`src/rtl/mem_bus_arbiter_pkg.sv`:
```
// Shared constants, bus request record and grant rule for the IF/MEM memory bus arbiter.
package mem_bus_arbiter_pkg;

    localparam int DATA_W = 32;
    localparam int SEL_W  = 4;

    localparam logic [1:0] ARB_IDLE  = 2'd0;
    localparam logic [1:0] ARB_IBUSY = 2'd1;
    localparam logic [1:0] ARB_DBUSY = 2'd2;

    localparam logic PORT_IF = 1'b0;
    localparam logic PORT_D  = 1'b1;

    localparam logic [SEL_W-1:0] SEL_WORD = 4'hF;

    typedef struct packed {
        logic              we;
        logic [SEL_W-1:0]  sel;
        logic [DATA_W-1:0] addr;
        logic [DATA_W-1:0] wdata;
    } bus_req_t;

    // Returns 1 when the data port should be granted; only meaningful if at least one is eligible.
    function automatic logic pick_data(input logic data_prio, input logic if_elig,
                                       input logic d_elig, input logic last_grant);
        if (d_elig && !if_elig) return 1'b1;
        if (if_elig && !d_elig) return 1'b0;
        if (data_prio) return 1'b1;
        return (last_grant == PORT_IF);
    endfunction

endpackage

```
`src/rtl/mem_bus_arbiter_port_hold.sv`:
```
// Per-port completion holder: done flag, captured read data and stall request for one stage.
module mem_bus_arbiter_port_hold
    import mem_bus_arbiter_pkg::*;
(
    input  logic              clk,
    input  logic              rst,
    input  logic              req_i,
    input  logic              stall_i,
    input  logic              flush_i,
    input  logic              ack_i,
    input  logic [DATA_W-1:0] bus_rdata_i,
    output logic              done_o,
    output logic [DATA_W-1:0] rdata_o,
    output logic              stallreq_o
);

    logic              done_q, done_d;
    logic [DATA_W-1:0] rdata_q, rdata_d;

    // Flush beats a same-cycle ack; done otherwise holds until the stage is allowed to advance.
    always_comb begin
        done_d  = done_q;
        rdata_d = rdata_q;
        if (flush_i) begin
            done_d = 1'b0;
        end else if (ack_i) begin
            done_d  = 1'b1;
            rdata_d = bus_rdata_i;
        end else if (done_q && !stall_i) begin
            done_d = 1'b0;
        end
    end

    always_ff @(posedge clk) begin
        if (rst) begin
            done_q  <= 1'b0;
            rdata_q <= '0;
        end else begin
            done_q  <= done_d;
            rdata_q <= rdata_d;
        end
    end

    assign done_o     = done_q;
    assign rdata_o    = rdata_q;
    assign stallreq_o = req_i && !done_q;

endmodule

```
`src/rtl/mem_bus_arbiter.sv`:
```
// Shares one Wishbone-classic port between instruction fetch and load/store, holding each
// completed result until its pipeline stage advances.
module mem_bus_arbiter
    import mem_bus_arbiter_pkg::*;
#(
    parameter bit DATA_PRIO = 1'b1
) (
    input  logic              clk,
    input  logic              rst,
    input  logic              if_req_i,
    input  logic [DATA_W-1:0] if_addr_i,
    output logic [DATA_W-1:0] if_rdata_o,
    output logic              if_stallreq_o,
    input  logic              if_stall_i,
    input  logic              d_req_i,
    input  logic              d_we_i,
    input  logic [SEL_W-1:0]  d_sel_i,
    input  logic [DATA_W-1:0] d_addr_i,
    input  logic [DATA_W-1:0] d_wdata_i,
    output logic [DATA_W-1:0] d_rdata_o,
    output logic              d_stallreq_o,
    input  logic              d_stall_i,
    input  logic              flush_i,
    output logic              bus_cyc_o,
    output logic              bus_stb_o,
    output logic              bus_we_o,
    output logic [SEL_W-1:0]  bus_sel_o,
    output logic [DATA_W-1:0] bus_addr_o,
    output logic [DATA_W-1:0] bus_wdata_o,
    input  logic [DATA_W-1:0] bus_rdata_i,
    input  logic              bus_ack_i
);

    logic [1:0] state_q, state_d;
    logic       last_grant_q, last_grant_d;
    logic       cyc_q, cyc_d;
    logic       kill_q, kill_d;
    bus_req_t   bus_q, bus_d;

    logic if_done, d_done;
    logic if_elig, d_elig;
    logic grant_data;
    logic if_ack, d_ack;

    assign if_elig = if_req_i && !if_done;
    assign d_elig  = d_req_i && !d_done;

    // kill_q marks an in-flight cycle whose result was flushed; the bus still completes it.
    assign if_ack = bus_ack_i && (state_q == ARB_IBUSY) && !kill_q;
    assign d_ack  = bus_ack_i && (state_q == ARB_DBUSY) && !kill_q;

    always_comb begin
        state_d      = state_q;
        last_grant_d = last_grant_q;
        cyc_d        = cyc_q;
        kill_d       = kill_q;
        bus_d        = bus_q;
        grant_data   = 1'b0;
        case (state_q)
            ARB_IDLE: begin
                if (if_elig || d_elig) begin
                    grant_data   = pick_data(DATA_PRIO, if_elig, d_elig, last_grant_q);
                    cyc_d        = 1'b1;
                    kill_d       = flush_i;
                    last_grant_d = grant_data;
                    if (grant_data) begin
                        bus_d.we    = d_we_i;
                        bus_d.sel   = d_sel_i;
                        bus_d.addr  = d_addr_i;
                        bus_d.wdata = d_wdata_i;
                        state_d     = ARB_DBUSY;
                    end else begin
                        bus_d.we    = 1'b0;
                        bus_d.sel   = SEL_WORD;
                        bus_d.addr  = if_addr_i;
                        bus_d.wdata = '0;
                        state_d     = ARB_IBUSY;
                    end
                end
            end
            ARB_IBUSY, ARB_DBUSY: begin
                if (bus_ack_i) begin
                    cyc_d   = 1'b0;
                    kill_d  = 1'b0;
                    state_d = ARB_IDLE;
                end else begin
                    kill_d = kill_q || flush_i;
                end
            end
            default: begin
                cyc_d   = 1'b0;
                kill_d  = 1'b0;
                state_d = ARB_IDLE;
            end
        endcase
    end

    always_ff @(posedge clk) begin
        if (rst) begin
            state_q      <= ARB_IDLE;
            last_grant_q <= PORT_IF;
            cyc_q        <= 1'b0;
            kill_q       <= 1'b0;
            bus_q        <= '0;
        end else begin
            state_q      <= state_d;
            last_grant_q <= last_grant_d;
            cyc_q        <= cyc_d;
            kill_q       <= kill_d;
            bus_q        <= bus_d;
        end
    end

    mem_bus_arbiter_port_hold u_if_hold (
        .clk         (clk),
        .rst         (rst),
        .req_i       (if_req_i),
        .stall_i     (if_stall_i),
        .flush_i     (flush_i),
        .ack_i       (if_ack),
        .bus_rdata_i (bus_rdata_i),
        .done_o      (if_done),
        .rdata_o     (if_rdata_o),
        .stallreq_o  (if_stallreq_o)
    );

    mem_bus_arbiter_port_hold u_d_hold (
        .clk         (clk),
        .rst         (rst),
        .req_i       (d_req_i),
        .stall_i     (d_stall_i),
        .flush_i     (flush_i),
        .ack_i       (d_ack),
        .bus_rdata_i (bus_rdata_i),
        .done_o      (d_done),
        .rdata_o     (d_rdata_o),
        .stallreq_o  (d_stallreq_o)
    );

    assign bus_cyc_o   = cyc_q;
    assign bus_stb_o   = cyc_q;
    assign bus_we_o    = bus_q.we;
    assign bus_sel_o   = bus_q.sel;
    assign bus_addr_o  = bus_q.addr;
    assign bus_wdata_o = bus_q.wdata;

endmodule

```
`config.mk`:
```
export PLATFORM = sky130hd
export DESIGN_NAME = mem_bus_arbiter
export DESIGN_NICKNAME = d
export VERILOG_FILES = /design/src/rtl/mem_bus_arbiter_pkg.sv /design/src/rtl/mem_bus_arbiter_port_hold.sv /design/src/rtl/mem_bus_arbiter.sv
export SDC_FILE = /design/constraint.sdc
export NUM_CORES = 1
export LEC_CHECK = 0
export ABC_CLOCK_PERIOD_IN_PS = 1800
export CORE_MARGIN = 4
export CORE_UTILIZATION = 40
export DETAILED_ROUTE_END_ITERATION = 8
export GPL_TIMING_DRIVEN = 1
export PLACE_DENSITY = 0.91
export SLEW_MARGIN = 10
export SYNTH_ARGS = -nofsm -noshare
export SYNTH_HDL_FRONTEND = slang
export SYNTH_SLANG_ARGS = --single-unit
```
`constraint.sdc`:
```
create_clock -name clk -period 1.8 [get_ports clk]
set_input_delay 0.36 -clock clk [delete_from_list [all_inputs] [get_ports clk]]
set_output_delay 0.36 -clock clk [all_outputs]
set_load 0.02 [all_outputs]
```
==> results of run 1 <==
-- final timing paths --
kind | to | slack [ns] | depth (start not counted)
worst max register to register | bus_addr_o[9] | 0.13 | 6
worst min-delay path | bus_wdata_o[25] | 0.33 | 2
worst max-delay path | if_rdata_o[22] | 0.04 | 1
worst min register to register | u_if_hold.rdata_o[1] | 0.45 | 2
-- registers in the layout (all words and copies together), names as in the netlist --
| register | flops |
|---|---|
| bus_addr_o | 32 |
| bus_cyc_o | 1 |
| bus_sel_o | 4 |
| bus_wdata_o | 32 |
| bus_we_o | 1 |
| kill_q | 1 |
| state_q | 2 |
| u_d_hold.done_o | 1 |
| u_d_hold.rdata_o | 32 |
| u_if_hold.done_o | 1 |
| u_if_hold.rdata_o | 32 |
-- timing repair --
action,CTS,global route
setup buffers,0,0
endpoints found under the setup margin,4,7
resized for setup,4,7
-- stage by stage --
step	cell area, um^2	total power, mW	util (%)	setup TNS, ns	instances
6_report	9150	8.75	69.1	0	1091
5_1_grt	9150	9.11	69.1	0	1091
4_1_cts	9130	8.83	69.0	0	1091
3_5_place_dp	8570	5.49	64.7	-4.59	1059
3_3_place_gp	8570	5.44	64.7	-2.75	1059
2_1_floorplan	5410	4.45	-	0	630
-- cells in the final DEF, fill, tap and decap left out, types with 3 or more instances in the layout --
cell type	n
nor2_2	3
nand2_1	165
nor3_1	7
nor2_1	75
a21oi_2	20
ha_1	4
buf_12	18
clkinv_4	4
clkinv_2	4
clkbuf_16	17
a22oi_1	33
dlygate4sd2_1	4
a211oi_2	27
clkdlybuf4s50_1	264
a21oi_1	82
dlymetal6s2s_1	7
buf_4	10
dfxtp_1	139
a211oi_1	7
-- power groups by stage --
stage               Sequential [mW]  Combinational (mW)  Clock, mW
global placement               3.46                1.99          0
detailed placement             3.47                2.02          0
CTS                            3.40                2.03       3.40
global route                   3.42                2.15       3.54
finish                         3.40                2.02       3.34
floorplan                      3.70               0.748          0
-- layer usage --
| layer | GRT usage (%) | up-vias | wire length, um |
|---|---|---|---|
| li1 | - | 2658 | - |
| met1 | 24.7 | 2579 | 6830 |
| met2 | 40.4 | 210 | 9200 |
| met3 | 9.01 | 38 | 1480 |
| met4 | 10.3 | 0 | 524 |
| met5 | 0 | - | 0 |
-- worst reg2reg max path: cells and delay by family, from the launching register on --
family	cells	cell delay (ns)
DFF	1	0.34
adders and majority gates	1	0.36
and+or+nand+nor	1	0.08
buffers and inverters	2	0.27
AOI/OAI and AO/OA	2	0.53
-- layout make-up --
| class | count | area [um^2] | share of cell area, % |
|---|---|---|---|
| clock buffers | 19 | 453 | 4.95 |
| clock inverters | 13 | 118 | 1.29 |
| inverters | 4 | 17.5 | 0.191 |
| multi-input cells | 437 | 2360 | 25.8 |
| flip-flops and latches | 139 | 2780 | 30.4 |
| well taps | 176 | 220 | 2.41 |
| repair buffers | 303 | 3200 | 35.0 |
-- cells by family (layout without fill, tap and decap cells) --
group | count (synthesis) | in the layout | synth area share (%)
adders and majority gates | 4 | 4 | 0.925
and+or+nand+nor | 260 | 260 | 19.0
AOI/OAI and AO/OA | 173 | 173 | 23.4
DFF | 139 | 139 | 51.4
buffers and inverters | 54 | 339 | 5.27
==> results_dict.tcl, run 1 <==
set metrics [dict create \
    cts_sinks 139 \
    first_iter_violations 274 \
    slowest_delay_ns 0.64 \
    rsz0062_at_grt "false" \
    synth_cell_types 31 \
    place_ws_ns -0.144 \
    synth-async-reset-ratio_pct 0 \
    ctsHoldBuffers 0 \
    clk_pin_slew_ns 0.06 \
    synth_flop_cell "dfxtp_1" \
    track_usage_pct 23.1 \
    seqPwrFrac_pct 38.9 \
    cp_slowest_cell "clkdlybuf4s50_1" \
    drive_above_1_share_pct 12.9 \
    synth_common_cells "165 x nand2_1, 139 x dfxtp_1, 82 x a21oi_1" \
    core.rowCount 42 \
    tightestPinTransition_ns 0.343 \
    overflow 0 \
    ir_drop_mv 0.572 \
    cell_internal_pwr_mw 6.29 \
    ys_seq_area_share_pct 51.4 \
    root_buffer "clkbuf_16" \
    fin_skew_ns 0.0121 \
    synth_top_cell_area_share_pct 51.4 \
    fill_cells 1009 \
    yosysTopAreaCell "dfxtp_1" \
    hold_viol_final 0 \
    cp_max_fo 2 \
    remaining_drc_errors 0 \
    endpoint_kind "primary output" \
    cts_tree "done" \
    diodes 0 \
    setup_violations 0 \
    p_sw_mw 2.47 \
    swShare_pct 28.2 \
    hold_class "input pin to flip-flop" \
    synth_cells 630 \
    crit_chain "clkdlybuf4s50_1" \
    clk_latency_ns 0.42 \
    place_congestion 0.827 \
    start_kind "flip-flop" \
    dp_hpwl_um 12900 \
    min_period_ns 1.76 \
    ant_nets 0 \
    wl_per_cell_um 16.5 \
    die_x_um 124 \
    ctsLongestPathBuffers 2 \
    p_leak_nw 3.39 \
    reg2reg_from "state_q[0]" \
    synth_warnings 0 \
    slew_violations 0 \
    outcome "finished clean" \
    worstPathRequired_ns 1.44 \
    avgViaCountPerCell 5.03 \
    drv_cap 0 \
    worst_ep_arrival_time_ns 1.40 \
    ios 278 \
    firstDrtPassIters 5 \
    portBuffers 277 \
    fmax_mhz 568 \
    syn_area_mm2 0.00541 \
    grt_pass1_vias 5682 \
    critical_path_buf_inv_count 1 \
    cp_top_family "buffers and inverters" \
    synth_nets 775 \
    antenna_found_initial 0 \
    pwr-share-comb_pct 23.0 \
    p_clk_share_pct 38.1 \
    hold_start "rst" \
    synth_edf_count 0 \
    die-area_mm2 0.0155 \
    die_h_um 124 \
    nets 1047 \
    numCtsBuffers 17 \
    fin_crit_sh_pct 97.8 \
    path_class "flip-flop to primary output" \
    setup_ws_ns 0.0395 \
    powerDensity_mw_per_mm2 957 \
    start_util_pct 40.9 \
    grt_max_degree 59 \
    synth_area_leaders "dfxtp_1 51%, nand2_1 11%, a21oi_1 7.6%" \
    area_growth_pct 69.0 \
    num_vias 5485 \
    whs_ns 0.332 \
    synth-seq-cells 139 \
    synth.most_common_cell "nand2_1" \
    syn_avg_cell_area_um2 8.59 \
    slew_headroom_pct 77.1 \
    wl_um 18000 \
    h-tree-depth 4 \
    grt_pass1_wl_um 28900 \
    core_region_area_mm2 0.0132 \
    critPathLaunch "u_if_hold.rdata_o[22]" \
]
Note: power is estimated with default switching activity, not from simulation.
==> run 2: changes to the inputs <==
RECOVER_POWER = 100   (was unset)
==> run 2 against run 1 <==
Sequential power about the same. Non-clock buffer count unchanged. First-iteration DRC count up 8.0%. Critical path depth unchanged. Via count up 0.80%. Hold slack worse by 0.0068 ns. Power down 1.1%. Sequential share of layout area up 0.81 points. Critical endpoint is now bus_addr_o[19].
==> results_dict.tcl, run 2 (synthesis results as in run 1) <==
set metrics [dict create \
    root_buffer "clkbuf_16" \
    ios 278 \
    fin_crit_sh_pct 98.2 \
    cell_internal_pwr_mw 6.23 \
    seqPwrFrac_pct 39.3 \
    endpoint_kind "primary output" \
    start_kind "flip-flop" \
    worstPathRequired_ns 1.44 \
    slew_violations 0 \
    crit_chain "clkdlybuf4s50_1" \
    firstDrtPassIters 5 \
    grtUsageMet2_pct 40.4 \
    cp-endpoint "bus_addr_o[19]" \
    multi_input_area_mm2 0.00223 \
    track_usage_pct 23.1 \
    remaining_drc_errors 0 \
    dp_hpwl_um 12900 \
    die-area_mm2 0.0155 \
    critPathLaunch "bus_addr_o[19]" \
    p_leak_nw 3.21 \
    die_h_um 124 \
    cp_max_fo 2 \
    worst_ep_arrival_time_ns 1.41 \
    design_area_mm2 0.00891 \
    core.rowCount 42 \
    wl_per_cell_um 16.6 \
    area_growth_pct 64.7 \
    ctsLongestPathBuffers 2 \
    dp_cells 1059 \
    path_class "flip-flop to primary output" \
    setup_violations 0 \
    avgViaCountPerCell 5.07 \
    start_util_pct 40.9 \
    cp_num_cells 1 \
    r2r_cells 6 \
    reg2reg_from "state_q[0]" \
    critical_path_buf_inv_count 1 \
    whs_ns 0.326 \
    drive_above_1_share_pct 10.2 \
    diodes 0 \
    r2r_setup_slack_ns 0.11 \
    powerDensity_mw_per_mm2 972 \
    tightestPinTransition_ns 0.403 \
    cp_slowest_cell "clkdlybuf4s50_1" \
    ir_drop_mv 0.573 \
    cts_sinks 139 \
    pwr-share-comb_pct 22.2 \
    use_met3_pct 9.01 \
    slowest_delay_ns 0.64 \
    cts_setup_buffers 0 \
    h-tree-depth 4 \
    grt_pass1_vias 5682 \
    hold_class "input pin to flip-flop" \
    layout_common_cells "264 x clkdlybuf4s50_1, 165 x nand2_1, 139 x dfxtp_1" \
    portBuffers 277 \
    fmax_mhz 566 \
    overflow 0 \
    final_common_cell "clkdlybuf4s50_1" \
    rsz0062_at_grt "false" \
    p_sw_mw 2.43 \
    drv_cap 0 \
    outcome "finished clean" \
    hold_start "rst" \
    clk_pin_slew_ns 0.06 \
    core_region_area_mm2 0.0132 \
    fill_cells 1045 \
    grt_pass1_wl_um 28900 \
    place_congestion 0.827 \
    wl_um 18200 \
    fin_setup_tns_ns 0 \
    numCtsBuffers 17 \
    grtUsageMet1_pct 24.7 \
    hold_viol_final 0 \
    antenna_found_initial 0 \
    min_period_ns 1.77 \
    die_x_um 124 \
    grt.busiest_layer "met2" \
    nets 1047 \
    fin_skew_ns 0.0102 \
    ant_nets 0 \
    r2r_end "bus_addr_o[15]" \
    slew_headroom_pct 73.0 \
    num_vias 5529 \
    cts_tree "done" \
    first_iter_violations 296 \
    clk_latency_ns 0.42 \
    seq_area_mm2 0.00278 \
    swShare_pct 28.1 \
    stdcell_count 1091 \
    grt_max_degree 59 \
    p_clk_share_pct 38.5 \
    placed_area_mm2 0.00857 \
    cp_top_family "buffers and inverters" \
]
## run 2: cell count changes in the layout (fill, tap and decap cells not counted), sizes merged
cell | previous run | this run
buf | 28 | 22
clkbuf | 19 | 32
dlymetal6s2s | 7 | 0
## run 2: cell type report
cell class	count	share of cell area, %
repair buffers	303	34.6
multi-input cells	437	25.1
inverters	4	0.197
flip-flops and latches	139	31.2
clock inverters	13	1.32
well taps	176	2.47
clock buffers	19	5.08
## run 2: through the flow
stage	util, %	total power [mW]	setup WS, ns
floorplan	-	4.45	0.322
global placement	64.7	5.44	-0.137
detailed placement	64.7	5.49	-0.144
CTS	69.0	8.83	0.00695
global route	67.3	9.02	0.00104
finish	67.3	8.66	0.0325
## run 2: layer usage
metal / up-vias / wire length (um)
met5: - / 0
met4: 0 / 573
met3: 42 / 1590
met2: 244 / 9210
met1: 2582 / 6800
li1: 2661 / -
## run 2: repair_timing
| item | 4_1_cts | 5_1_grt |
|---|---|---|
| hold buffers | 0 | 0 |
| gates resized for setup | 4 | 7 |
| setup endpoints to repair | 4 | 7 |
## run 2: power by group through the flow
stage	logic [mW]	clock network (mW)	registers, mW
2_1_floorplan	0.748	0	3.70
3_3_place_gp	1.99	0	3.46
3_5_place_dp	2.02	0	3.47
4_1_cts	2.03	3.40	3.40
5_1_grt	2.05	3.54	3.42
6_report	1.92	3.34	3.40
## run 2: how the worst min path moves through the flow
stage	to	slack (ns)	cells past startpoint
4_1_cts	bus_wdata_o[25]	0.31	2
3_3_place_gp	u_d_hold.rdata_o[4]	0.44	2
2_1_floorplan	u_d_hold.done_o	0.44	2
3_5_place_dp	u_if_hold.rdata_o[1]	0.45	2
5_1_grt	bus_wdata_o[26]	0.32	2
6_report	bus_wdata_o[25]	0.33	2
==> run 3: changes to the inputs <==
SKIP_LAST_GASP = 1   (was unset)
==> results of run 3 <==
The final DEF is identical to that of run 2; final timing and power are the same.
